==> config.mk <==
export PLATFORM = sky130hd
export DESIGN_NAME = memory_address_register
export DESIGN_NICKNAME = d
export VERILOG_FILES = /design/src/rtl/memory_address_register.sv
export SDC_FILE = /design/constraint.sdc
export NUM_CORES = 1
export LEC_CHECK = 0
export ABC_CLOCK_PERIOD_IN_PS = 1620
export BUFFER_PORTS_ARGS = -buffer_cell sky130_fd_sc_hd__buf_2
export CORE_ASPECT_RATIO = 0.7
export CORE_MARGIN = 4
export CORE_UTILIZATION = 30
export CTS_CLUSTER_SIZE = 20
export DETAILED_ROUTE_END_ITERATION = 16
export SKIP_CTS_REPAIR_TIMING = 1
export SLEW_MARGIN = 20
export SYNTH_ARGS = -nofsm -noshare
export SYNTH_HDL_FRONTEND = slang
export SYNTH_SLANG_ARGS = --single-unit
==> constraint.sdc <==
create_clock -name clk -period 1.62 [get_ports clk]
set_input_delay 0.324 -clock clk [delete_from_list [all_inputs] [get_ports clk]]
set_output_delay 0.324 -clock clk [all_outputs]
set_load 0.02 [all_outputs]
==> src/rtl/memory_address_register.sv <==
// Memory address register with manual programming front end.
// Run mode: a 4-bit MAR loads from the low nibble of the CPU bus.
// Manual mode: a debounced program-write button produces a one-cycle
// RAM write strobe (manual_read) for the address on the switches.
// Optional feature macro: MAR_AUTO_INCREMENT_EN. When it is defined, the
// manual address comes from a pointer that steps after each write.
module memory_address_register #(
    parameter int DEBOUNCE_CYCLES = 16
) (
    input  logic       clk,
    input  logic       rst,
    input  logic       read_from_bus,
    input  logic [7:0] bus,
    input  logic       manual_mode,
    input  logic [3:0] address_switches,
    input  logic       write_button,
    output logic [3:0] address,
    output logic       manual_read
);

    typedef enum logic [1:0] {
        IDLE,
        PRESS,
        FIRE,
        HELD
    } state_t;

    localparam logic [7:0] CNT_LAST = 8'(DEBOUNCE_CYCLES - 1);

    logic [3:0] mar;
    logic [3:0] manual_addr;
    logic       btn_meta;
    logic       btn_s;
    logic       btn_prev;
    state_t     state;
    state_t     state_next;
    logic [7:0] cnt;
    logic [7:0] cnt_next;

    // Only the low nibble of the bus carries an address.
    logic [3:0] unused_bus_hi;
    assign unused_bus_hi = bus[7:4];

    // Run-mode MAR: loads from the bus only outside manual mode, otherwise holds.
    always_ff @(posedge clk or posedge rst) begin
        if (rst) begin
            mar <= 4'd0;
        end else if (read_from_bus && !manual_mode) begin
            mar <= bus[3:0];
        end
    end

    // Two-flop synchroniser for the raw button, plus a delayed copy so a press
    // is only recognised on a fresh low-to-high transition.
    always_ff @(posedge clk or posedge rst) begin
        if (rst) begin
            btn_meta <= 1'b0;
            btn_s    <= 1'b0;
            btn_prev <= 1'b0;
        end else begin
            btn_meta <= write_button;
            btn_s    <= btn_meta;
            btn_prev <= btn_s;
        end
    end

    // Debounce state and stability counter registers.
    always_ff @(posedge clk or posedge rst) begin
        if (rst) begin
            state <= IDLE;
            cnt   <= 8'd0;
        end else begin
            state <= state_next;
            cnt   <= cnt_next;
        end
    end

    // Debounce next-state logic; leaving manual mode aborts any press, and a
    // button still held afterwards must be released before it counts again.
    always_comb begin
        state_next = state;
        cnt_next   = cnt;
        if (!manual_mode) begin
            state_next = IDLE;
            cnt_next   = 8'd0;
        end else begin
            case (state)
                IDLE: begin
                    cnt_next = 8'd0;
                    if (btn_s && !btn_prev) begin
                        state_next = PRESS;
                    end
                end
                PRESS: begin
                    if (!btn_s) begin
                        state_next = IDLE;
                        cnt_next   = 8'd0;
                    end else if (cnt == CNT_LAST) begin
                        state_next = FIRE;
                        cnt_next   = 8'd0;
                    end else begin
                        cnt_next = cnt + 8'd1;
                    end
                end
                FIRE: begin
                    state_next = HELD;
                    cnt_next   = 8'd0;
                end
                HELD: begin
                    if (btn_s) begin
                        cnt_next = 8'd0;
                    end else if (cnt == CNT_LAST) begin
                        state_next = IDLE;
                        cnt_next   = 8'd0;
                    end else begin
                        cnt_next = cnt + 8'd1;
                    end
                end
                default: begin
                    state_next = IDLE;
                    cnt_next   = 8'd0;
                end
            endcase
        end
    end

    assign manual_read = (state == FIRE) && manual_mode;

`ifdef MAR_AUTO_INCREMENT_EN
    logic [3:0] ptr;
    logic [3:0] switches_q;
    logic       mode_q;

    // Address pointer: reloads from the switches on entry to manual mode or on
    // any switch change, else steps after each write so RAM sees the old value.
    always_ff @(posedge clk or posedge rst) begin
        if (rst) begin
            ptr        <= 4'd0;
            switches_q <= 4'd0;
            mode_q     <= 1'b0;
        end else begin
            mode_q     <= manual_mode;
            switches_q <= address_switches;
            if ((manual_mode && !mode_q) || (address_switches != switches_q)) begin
                ptr <= address_switches;
            end else if (manual_read) begin
                ptr <= ptr + 4'd1;
            end
        end
    end

    assign manual_addr = ptr;
`else
    assign manual_addr = address_switches;
`endif

    assign address = manual_mode ? manual_addr : mar;

endmodule

==> results of run 1 <==
[kinds of logic (layout without fill, tap and decap cells)]
logic type,Yosys count,count (layout),share of synthesized area
and+or+nand+nor,25,25,0.185
DFF,17,17,0.534
AOI/OAI and AO/OA,11,11,0.0832
muxes,9,9,0.126
buffers and inverters,7,28,0.0345
xor gates and xnor gates,2,2,0.0220
adders and majority gates,1,1,0.0157
[cells in the final DEF (no fill, tap or decap), drive strengths merged]
cell type and instances:
a211oi 2, a21oi 4, a221o 1, a31oi 1, and3 1, buf 18
clkbuf 3, clkinv 1, dfrtp 17, ha 1, inv 6, mux2 8
mux2i 1, nand2 5, nand2b 2, nand3 3, nand4 2, nor2 3
nor2b 1, nor3 2, nor4 1, o21ai 3, or3 4, or4 1
xnor2 1, xor2 1
[sequential cells by signal, summed over array words and instances, names as in the netlist]
name / count
btn_meta: 1
btn_prev: 1
btn_s: 1
cnt: 8
mar: 4
state: 2
[stage by stage]
step           utilization  hold WS, ns  instances
2_1_floorplan            -        0.250         72
3_3_place_gp         0.371        0.336        123
3_5_place_dp         0.371        0.335        123
4_1_cts              0.390       0.0723        127
5_1_grt              0.392       0.0924        127
6_report             0.392       0.0652        127
[final cells by class]
class                   instances  area [µm²]  share of cell area
flip-flops and latches         17         425               0.435
multi-input cells              48         349               0.357
repair buffers                 18        92.6              0.0946
well taps                      34        42.5              0.0435
clock buffers                   3        41.3              0.0422
inverters                       6        22.5              0.0230
clock inverters                 1        5.00             0.00512
[where the power goes]
group          leakage [nW]  switching (W)  internal [W]
Combinational         0.179      0.0000481     0.0000466
Clock                0.0255       0.000143      0.000170
Sequential            0.221      0.0000107      0.000445
Total                 0.426       0.000202      0.000662
[worst paths after layout]
kind | cells past startpoint | start | slack (ns) | to
min in group clk | 1 | write_button | 0.18 | btn_meta
worst min register to register | 0 | btn_meta | 0.34 | btn_s
worst max register to register | 3 | cnt[5] | 0.19 | state[1]
max in group asynchronous | 3 | rst | 1.36 | mar[3]
worst min-delay path | 3 | rst | 0.07 | cnt[3]
worst max-delay path | 3 | cnt[5] | 0.19 | state[1]
[layer usage]
layer / wire [µm] / GRT usage / share of wire / vias to the layer above
li1: - / - / - / 298
met1: 705 / 0.109 / 0.49 / 278
met2: 644 / 0.139 / 0.45 / 16
met3: 88 / 0.0413 / 0.061 / 0
met4: 0 / 0.0195 / 0 / 0
met5: 0 / 0 / 0 / -
[worst reg2reg max path, cell delays in order, from the launching register on]
cell and delay [ns]:
sky130_fd_sc_hd__dfrtp_1 0.43, sky130_fd_sc_hd__or4_4 0.58, sky130_fd_sc_hd__nor3_4 0.15, sky130_fd_sc_hd__mux2i_1 0.20
==> results by stage, run 1 <==
Pwr:
- The design draws 0.000863 W.
- The leakage power is 0.426 nW.
- The peak supply drop is 0.000579 V.
- The power density of the placed cells is 882 nW/µm².

Synth:
- The unique cell type count in the Yosys netlist is 26.
- Yosys attributes the largest share of cell area to sky130_fd_sc_hd__dfrtp_1, sky130_fd_sc_hd__mux2_2, sky130_fd_sc_hd__inv_1.
- The synthesized area divided by synthesized cell count is 11.1 µm².
- Synthesis produced 72 cells.
- The top cell type's share of synthesized area is 0.534.
- The predominant post-synthesis flop cell is sky130_fd_sc_hd__dfrtp_1.
- In the synthesized netlist, the cells that appear most often are sky130_fd_sc_hd__dfrtp_1, sky130_fd_sc_hd__mux2_2, sky130_fd_sc_hd__inv_1.
- The summed instance area of the synthesized netlist is 797 µm².
- The synthesized design spends more area on one cell type than any other, namely sky130_fd_sc_hd__dfrtp_1.
- In this run, synthesis inferred 0 flip-flops with an integrated enable.
- Synthesis inferred 17 register bits.
- The cell with the most instances after synthesis is sky130_fd_sc_hd__dfrtp_1.
- The share of the Yosys chip area taken by registers is 0.534.
- The count of synthesis-stage warnings from yosys is 0.
- Synthesis produced a netlist with a net count of 90.
- The async set or reset register ratio after synthesis is 1.00.

Hold path:
- The path type of the worst min-delay path is input port to async pin.

Clock tree:
- The number of sinks on the clock net is 17.
- In this run the number of H-tree levels came out at 1.
- The number of clock buffers inserted by TritonCTS is 3.
- The cell at the root of the clock tree is sky130_fd_sc_hd__clkbuf_8.
- The clock tree from TritonCTS is built.
- The clock passes through at most 2 buffers.
- After clock tree synthesis, the clock-pin slew on the worst setup and hold paths is 0.07 ns.
- The clock reaches the later pin of the worst-skew pair after 0.25 ns.

Global routing:
- The via count of the first global-routing pass was 545.
- The first-pass GRT wire length is 2.44 mm.
- The maximum number of pins on one net before global-route repair is 18.
- After global routing the overflow that remains totals 0.
- The overall fraction of global-route tracks in use is 0.0878.
- The initial antenna violation count is 0.

Place:
- After detailed placement, the total cell area comes to 927 µm².
- The half-perimeter wire length after detailed placement is 1.07 mm.
- Port buffering added 17 buffers.
- At the end of routability-driven placement, the weighted congestion stood at 0.765.
- The worst slack at placement is 0.108 ns.

Status:
- The flow ran to the end, and the final reports show no timing, DRC or antenna violations.

STA:
- The number of endpoints with negative hold slack in the final report is 0.
- The clock period minus worst slack is 1.43 ns.
- Setup repair after global routing left no endpoint under its margin.
- The transition time at the pin with the least slew margin is 0.354 ns.
- On the final layout, the worst clock skew is 0.00734 ns.
- The post-route fraction of the period consumed by the critical path is 0.885.
- In the final timing run, aggregate negative setup slack is 0 ns.
- The final worst setup slack is 0.186 ns.
- Measured against its own limit, the worst slew margin works out to 0.761.
- Static timing analysis puts the maximum clock frequency at 697 MHz.
- The count of pins over their slew limit is 0.
- Setup violations remaining at the end of the flow were counted as 0.

Finish:
- The repair_antennas step left the layout with diodes totalling 0.
- The number of filler instances in the final layout is 257.
- The ratio of cells with drive above 1 in the final layout is 0.366.
- The final cell area excluding filler cells is 978 µm².
- The layout net count is 112.
- Compared with the post-synthesis result, the final layout area differs by 22.8%.

Setup path:
- The critical path goes through or4_4, nor3_4, mux2i_1.
- On the worst path, the slowest cell contributes a delay of 0.57 ns.
- The sum of buffers and inverters on the critical path is 0.
- The gate family responsible for the most delay along the worst path is simple AND/OR/NAND/NOR gates.
- The critical path class is register to register.
- At the worst endpoint, the required time is 1.80 ns.
- The maximum fanout count along the critical path is 6.
- Among all stages on the critical path, the largest delay is contributed by sky130_fd_sc_hd__or4_4.
- Data arrives at the worst endpoint at 1.61 ns.
- The worst setup path is launched from a register.
- STA classifies the critical path endpoint as a register.

Die:
- The initial utilization of the core area, before any placement, comes to 0.319.
- The die is 69.6 µm wide.
- The vertical die dimension is 51.1 µm.
- Row generation in the floorplan step produced 15 rows.
- The number of top-level pins is 22.
- The total core area is 2500 µm².
- The full die area is 3560 µm².

Route:
- The final layout contains routed wiring with a total length of 1.44 mm.
- The number of nets still failing antenna checks after routing is 0.
- The total vias in the final route is 592.
- The number of DRC markers in iteration 0 is 33.
- The number of detailed-route iterations in the first pass is 4.
- The post-detailed-route DRC marker count is 0.
- The detail-routed net length per standard cell is 11.3 µm.
- The mean number of vias per cell is 4.66.

Job:
- Across the run, the number of max-cap violations was 0.
Power figures use the tool's default switching activity.
==> inputs of run 2 (changes only) <==
--- a/config.mk
+++ b/config.mk
@@ -8,7 +8,6 @@
 export ABC_CLOCK_PERIOD_IN_PS = 1620
 export BUFFER_PORTS_ARGS = -buffer_cell sky130_fd_sc_hd__buf_2
 export CORE_ASPECT_RATIO = 0.7
-export CORE_MARGIN = 4
 export CORE_UTILIZATION = 30
 export CTS_CLUSTER_SIZE = 20
 export DETAILED_ROUTE_END_ITERATION = 16
==> constraint.sdc (replaced) <==
create_clock -name clk -period 1.62 [get_ports clk]
set_input_delay 0.243 -clock clk [delete_from_list [all_inputs] [get_ports clk]]
set_output_delay 0.243 -clock clk [all_outputs]
set_load 0.02 [all_outputs]
==> run 2 against run 1 <==
Effect of this change:
- sequential share of layout area grew 0.34 points
- register-to-register slack is essentially flat
- critical endpoint is now cnt[6]
- sequential power is essentially flat
- highest routed layer is now met4
- first-iteration DRC count shrank 64%
- wire length shrank 1.4%
- combinational power shrank 3.2%
- core utilization shrank 0.30 points
- hold slack lost 0.014 ns
- via count grew 2.0%
- die area shrank 19%
==> results by stage, run 2 (synthesis results as in run 1) <==
STA:
- The post-route fraction of the period consumed by the critical path came to 0.894 (+0.00847).
- The final worst setup slack is 0.172 ns (-0.0137 ns).
- The count of pins over their slew limit is 0 (unchanged).
- The setup total negative slack was 0 ns (unchanged).
- The number of endpoints with negative hold slack in the final report was 0 (unchanged).
- The transition time at the pin with the least slew margin was 0.622 ns (+0.267 ns).
- The post-route clock skew came to 0.00800 ns (+0.000661 ns).
- The worst max-slew margin expressed relative to the limit was 0.585 (-0.177).
- The final count of negative-setup-slack endpoints is 0 (unchanged).
- Setup repair after global routing left no endpoint under its margin.
- The achievable clock frequency is 691 MHz (-0.95%).
- The clock period minus worst slack is 1.45 ns (+0.0137 ns).

Clock tree:
- The H-tree depth reported by CTS was 1 (unchanged).
- The maximum clock path buffer count is 2 (unchanged).
- The clock latency on the worst-skew pair is 0.26 ns (about the same).
- The number of sinks on the clock net is 17 (unchanged).
- The post-CTS clock slew at the launch and capture registers of the worst setup and hold paths is 0.07 ns (about the same).
- The tree is rooted in a sky130_fd_sc_hd__clkbuf_8.
- TritonCTS built the clock tree.
- The number of clock buffers inserted by TritonCTS is 3 (unchanged).

Global routing:
- The overall fraction of global-route tracks in use is 0.118 (+0.0306).
- The total global routing overflow is 0 (unchanged).
- The first-pass GRT wire length is 2.47 mm (+1.4%).
- The maximum number of pins on one net before global-route repair was 18 (unchanged).
- In this run the most used layer during global routing was met2.
- The initial antenna violation count came to 0 (unchanged).
- The met3 routing resource usage after global routing is 0.0530 (+0.0118).
- The met2 track demand over resource is 0.166 (+0.0267).
- The via count of the first global-routing pass is 564 (+3.5%).
- The met1 capacity usage during global routing is 0.152 (+0.0427).

Die:
- The count of standard-cell rows is 15 (unchanged).
- The effective utilization at floorplan is 0.319 (unchanged).
- The number of top-level pins is 22 (unchanged).
- The full die area is 2870 µm² (-19%).
- The vertical die dimension is 45.1 µm (-12%).
- The total core area came to 2500 µm² (unchanged).
- The die width is 63.6 µm (-8.6%).

Pwr:
- The leakage power is 0.421 nW (-1.1%).
- The peak supply drop is 0.000526 V (-9.0%).
- The power density of the placed cells is 891 nW/µm² (+0.95%).

Setup path:
- The worst reg2reg path endpoint is cnt[6].
- The maximum fanout count along the critical path is 6 (unchanged).
- The type of destination of the critical path is a register.
- The critical path class is register to register.
- The critical path required time is 1.80 ns (about the same).
- The signal arrival time at the worst endpoint was 1.63 ns (+0.02 ns).
- The register-to-register setup slack is 0.17 ns (about the same).
- The beginning of the worst register-to-register path is cnt[0].
- The number of cells on the worst reg-to-reg path was 4 (+1).
- The worst setup path is launched from a register.

Place:
- The count of placed standard cells including taps came to 122 (-0.81%).
- The final weighted congestion in routability-driven placement was 0.788 (+3.0%).
- The half-perimeter wire length after detailed placement is 1.04 mm (-3.0%).
- The count of port buffers added during placement came to 17 (unchanged).
- The worst slack at placement was 0.110 ns (+0.00190 ns).

Job:
- The number of violations of the max-capacitance limit is 0 (unchanged).

Route:
- The mean number of vias per cell was 4.79 (+2.8%).
- The number of DRC markers in iteration 0 is 12 (-64%).
- The post-detailed-route DRC marker count is 0 (unchanged).
- The total wirelength of the detailed-routed design is 1.42 mm (-1.4%).
- The number of nets still failing antenna checks after routing is 0 (unchanged).
- The detail-routed net length per standard cell was 11.3 µm (-0.61%).
- The total vias in the final route came to 604 (+2.0%).
- The number of detailed-route iterations in the first pass is 4 (unchanged).

Status:
- The flow ran to the end, and the final reports show no timing, DRC or antenna violations.

Finish:
- The layout net count came to 111 (-0.89%).
- The count of inserted antenna diode cells is 0 (unchanged).
- The area taken by flip-flops and latches is 425 µm² (unchanged).
- The largest registers in the layout are cnt (8), mar (4), state (2).
- The flip-flop count of the largest register after layout was 8 (unchanged).
- Ranked by flip-flop count, first place goes to cnt.
- The number of filler instances in the final layout came to 244 (-5.1%).
- The ratio of cells with drive above 1 in the final layout is 0.359 (-0.00690).
- The final core utilization is 0.389 (-0.00301).
- The number of standard cells in the layout, taps in and fillers out is 126 (-0.79%).
- Relative to the synthesized area, the layout overhead comes to 21.8%.
- Leaving out fill and tap cells, the most frequent cells in the layout are sky130_fd_sc_hd__dfrtp_1, sky130_fd_sc_hd__buf_2, sky130_fd_sc_hd__mux2_2, sky130_fd_sc_hd__inv_1, sky130_fd_sc_hd__nand2_1.
- The area occupied by multi-input gates is 349 µm² (unchanged).

Hold path:
- The path type of the worst min-delay path is input port to async pin.
## run 2: power breakdown
part,total [W],switching (W),internal [W]
logic,0.0000918,0.0000469,0.0000449
registers,0.000455,0.0000106,0.000445
clock network,0.000318,0.000147,0.000171
## run 2: layout make-up
cell class                 instances  share of cell area
clock buffer                       3              0.0425
clock inverter                     1             0.00515
inverter                           6              0.0232
multi-input combinational         48               0.360
sequential                        17               0.438
tap                               34              0.0438
timing repair buffer              17              0.0876
## run 2: layer usage
layer | up-vias | wire length [µm]
li1 | 297 | -
met1 | 293 | 728
met2 | 12 | 610
met3 | 2 | 59
met4 | 0 | 19
met5 | - | 0
## run 2: worst max path at each step
stage,start,end,slack [ns]
finish,cnt[0],cnt[6],0.17
global route,cnt[0],cnt[6],0.07
CTS,cnt[0],cnt[6],0.09
detailed placement,cnt[0],cnt[4],0.11
global placement,cnt[0],cnt[6],0.13
floorplan,cnt[0],cnt[6],0.26
## run 2: stage by stage
stage,cell area (µm²),total power [W],hold slack [ns]
2_1_floorplan,797,0.000524,0.169
3_3_place_gp,920,0.000554,0.333
3_5_place_dp,920,0.000557,0.339
4_1_cts,966,0.000875,0.0843
5_1_grt,971,0.000908,0.0740
6_report,971,0.000865,0.0513
## run 2: critical path, stage by stage, from the launching register on
cell and delay, ns:
sky130_fd_sc_hd__dfrtp_1 0.41, sky130_fd_sc_hd__ha_1 0.25, sky130_fd_sc_hd__nand3_2 0.18, sky130_fd_sc_hd__or3_1 0.38, sky130_fd_sc_hd__a21oi_1 0.15
==> inputs of run 3 (changes only) <==
--- a/config.mk
+++ b/config.mk
@@ -7,10 +7,10 @@
 export LEC_CHECK = 0
 export ABC_CLOCK_PERIOD_IN_PS = 1620
 export BUFFER_PORTS_ARGS = -buffer_cell sky130_fd_sc_hd__buf_2
-export CORE_ASPECT_RATIO = 0.7
-export CORE_UTILIZATION = 30
+export CORE_UTILIZATION = 45
 export CTS_CLUSTER_SIZE = 20
 export DETAILED_ROUTE_END_ITERATION = 16
+export PLACE_DENSITY = 0.7
 export SKIP_CTS_REPAIR_TIMING = 1
 export SLEW_MARGIN = 20
 export SYNTH_ARGS = -nofsm -noshare
==> run 3 against run 2 <==
Effect of this change:
- first-iteration DRC count up 67%
- flip-flop and latch count stayed put
- die area decreased by 32%
- non-clock buffer count stayed put
- design area down 4.4%
- sequential power about the same
- critical path type unchanged
- total power down 11%
- core utilization is 20 points higher
- via count fell by 2.8%
- critical path depth down 1
- combinational power is 1% lower
- highest routed layer unchanged
- clock-buffer cell count rose by 1
==> results by stage, run 3 (synthesis results as in run 1) <==
Setup path:
- The critical path class is register to register.
- The maximum fanout count along the critical path is 6 (unchanged).
- STA classifies the critical path endpoint as a register.
- The longest individual stage delay on the worst path came to 0.58 ns (+0.17 ns).
- STA classifies the critical path startpoint as a register.
- The critical path required time is 1.84 ns (+0.04 ns).
- The cell with the biggest individual delay on the critical path is sky130_fd_sc_hd__or4_4.
- The signal arrival time at the worst endpoint is 1.65 ns (+0.02 ns).
- The register-to-register setup slack came to 0.18 ns (about the same).
- Traced cell by cell, the critical path runs through or4_4, nor3_4, mux2i_1.

Global routing:
- The overall fraction of global-route tracks in use came to 0.171 (+0.0521).
- The first-pass GRT wire length was 2.34 mm (-5.3%).
- The maximum number of pins on one net before global-route repair is 18 (unchanged).
- The initial antenna violation count is 0 (unchanged).
- The via count of the first global-routing pass was 533 (-5.5%).
- The total global routing overflow is 0 (unchanged).

Job:
- The number of violations of the max-capacitance limit is 0 (unchanged).

Route:
- The number of nets still failing antenna checks after routing came to 0 (unchanged).
- The mean number of vias per cell was 5.44 (+13%).
- The number of detailed-route iterations in the first pass is 4 (unchanged).
- The total wirelength of the detailed-routed design is 1.26 mm (-11%).
- The post-detailed-route DRC marker count is 0 (unchanged).
- The total vias in the final route is 587 (-2.8%).
- The number of DRC markers in iteration 0 is 20 (+8).
- The detail-routed net length per standard cell is 11.7 µm (+3.6%).

Pwr:
- The peak supply drop came to 0.000467 V (-11%).
- The power density of the placed cells is 827 nW/µm² (-7.2%).
- The leakage power came to 0.410 nW (-2.5%).

Finish:
- In the layout the commonest cells are sky130_fd_sc_hd__dfrtp_1, sky130_fd_sc_hd__buf_2, sky130_fd_sc_hd__mux2_2, sky130_fd_sc_hd__inv_1, sky130_fd_sc_hd__nand2_1.
- The layout net count is 111 (unchanged).
- The area overhead of the layout relative to synthesis is 16.5%.
- The register ranked first by flip-flop count is cnt.
- The ratio of cells with drive above 1 in the final layout is 0.348 (-0.0109).
- The count of inserted antenna diode cells is 0 (unchanged).
- The largest registers in the layout are cnt (8), mar (4), state (2).
- The final cell area excluding filler cells is 928 µm² (-4.4%).
- The flip-flop count of the largest register after layout is 8 (unchanged).

Place:
- The half-perimeter wire length after detailed placement was 948 µm (-8.7%).
- The cell area after placement is 897 µm² (-2.4%).
- The final weighted congestion in routability-driven placement was 0.785 (-0.39%).
- The worst slack at placement is 0.163 ns (+0.0532 ns).
- The count of port buffers added during placement came to 17 (unchanged).

Clock tree:
- The post-CTS clock slew at the launch and capture registers of the worst setup and hold paths is 0.09 ns (+0.02 ns).
- The cell at the root of the clock tree is sky130_fd_sc_hd__clkbuf_4.
- The number of sinks on the clock net is 17 (unchanged).
- The maximum clock path buffer count was 2 (unchanged).
- The H-tree depth reported by CTS is 1 (unchanged).
- The clock latency on the worst-skew pair was 0.29 ns (+0.03 ns).
- The clock tree from TritonCTS is built.
- The number of clock buffers inserted by TritonCTS is 3 (unchanged).

Die:
- The vertical die dimension is 44.1 µm (-2.3%).
- The total core area came to 1580 µm² (-37%).
- The count of standard-cell rows is 14 (-1).
- The die width came to 44.1 µm (-31%).
- The full die area came to 1940 µm² (-32%).
- The effective utilization at floorplan came to 0.506 (+0.186).
- The number of top-level pins is 22 (unchanged).

STA:
- The final worst setup slack is 0.183 ns (+0.0108 ns).
- The setup total negative slack was 0 ns (unchanged).
- The post-route fraction of the period consumed by the critical path is 0.887 (-0.00667).
- The transition time at the pin with the least slew margin was 0.612 ns (-0.00961 ns).
- The achievable clock frequency is 696 MHz (+0.75%).
- The count of pins over their slew limit was 0 (unchanged).
- The number of endpoints with negative hold slack in the final report came to 0 (unchanged).
- The clock period minus worst slack is 1.44 ns (-0.0108 ns).
- Setup repair after global routing left no endpoint under its margin.
- The worst max-slew margin expressed relative to the limit is 0.591 (+0.00642).
- The post-route clock skew is 0.000398 ns (-0.00761 ns).
- The final count of negative-setup-slack endpoints came to 0 (unchanged).

Status:
- The run finished with clean final reports.

Hold path:
- In this run the worst hold path is classified as input port to async pin.
-- run 3: area by class of cell --
class	instances	area, µm²
Multi-Input combinational cell	48	349
Inverter	6	22.5
Timing Repair Buffer	17	85.1
Sequential cell	17	425
Clock buffer	4	26.3
Fill cell	136	648
Tap cell	16	20.0
-- run 3: power by group --
group          leakage [nW]  total (W)  internal (W)  switching, W
clock                0.0150   0.000223     0.0000958      0.000127
sequential            0.221   0.000454      0.000444    0.00000992
combinational         0.174  0.0000909     0.0000449     0.0000460
total                 0.410   0.000767      0.000585      0.000183
-- run 3: worst max-delay path, delay by kind of cell, from the launching register on --
kind	cells	cell delay, ns
DFF	1	0.44
muxes	1	0.20
and+or+nand+nor	2	0.73
-- run 3: path summary, 6_finish.rpt --
kind | startpoint | endpoint | depth (start not counted)
setup / recovery | cnt[5] | state[1] | 3
hold reg to reg | btn_meta | btn_s | 0
hold / removal | rst | mar[2] | 2
max in group asynchronous | rst | cnt[0] | 2
setup reg to reg | cnt[5] | state[1] | 3
min in group clk | write_button | btn_meta | 1
-- run 3: routing by layer --
metal  share of wire  vias to the layer above  track usage
li1                -                      295            -
met1            0.49                      274        0.232
met2            0.44                       14        0.238
met3           0.048                        4       0.0612
met4           0.021                        0       0.0909
met5               0                        -            0
-- run 3: per-stage QoR --
step                      hold slack, ns  instances  utilization  power (W)
after floorplan                    0.169         72            -   0.000524
after global placement             0.334        104        0.569   0.000554
after detailed placement           0.337        104        0.569   0.000556
after CTS                         0.0338        108        0.586   0.000783
after global routing              0.0271        108        0.589   0.000816
final                            0.00923        108        0.589   0.000767
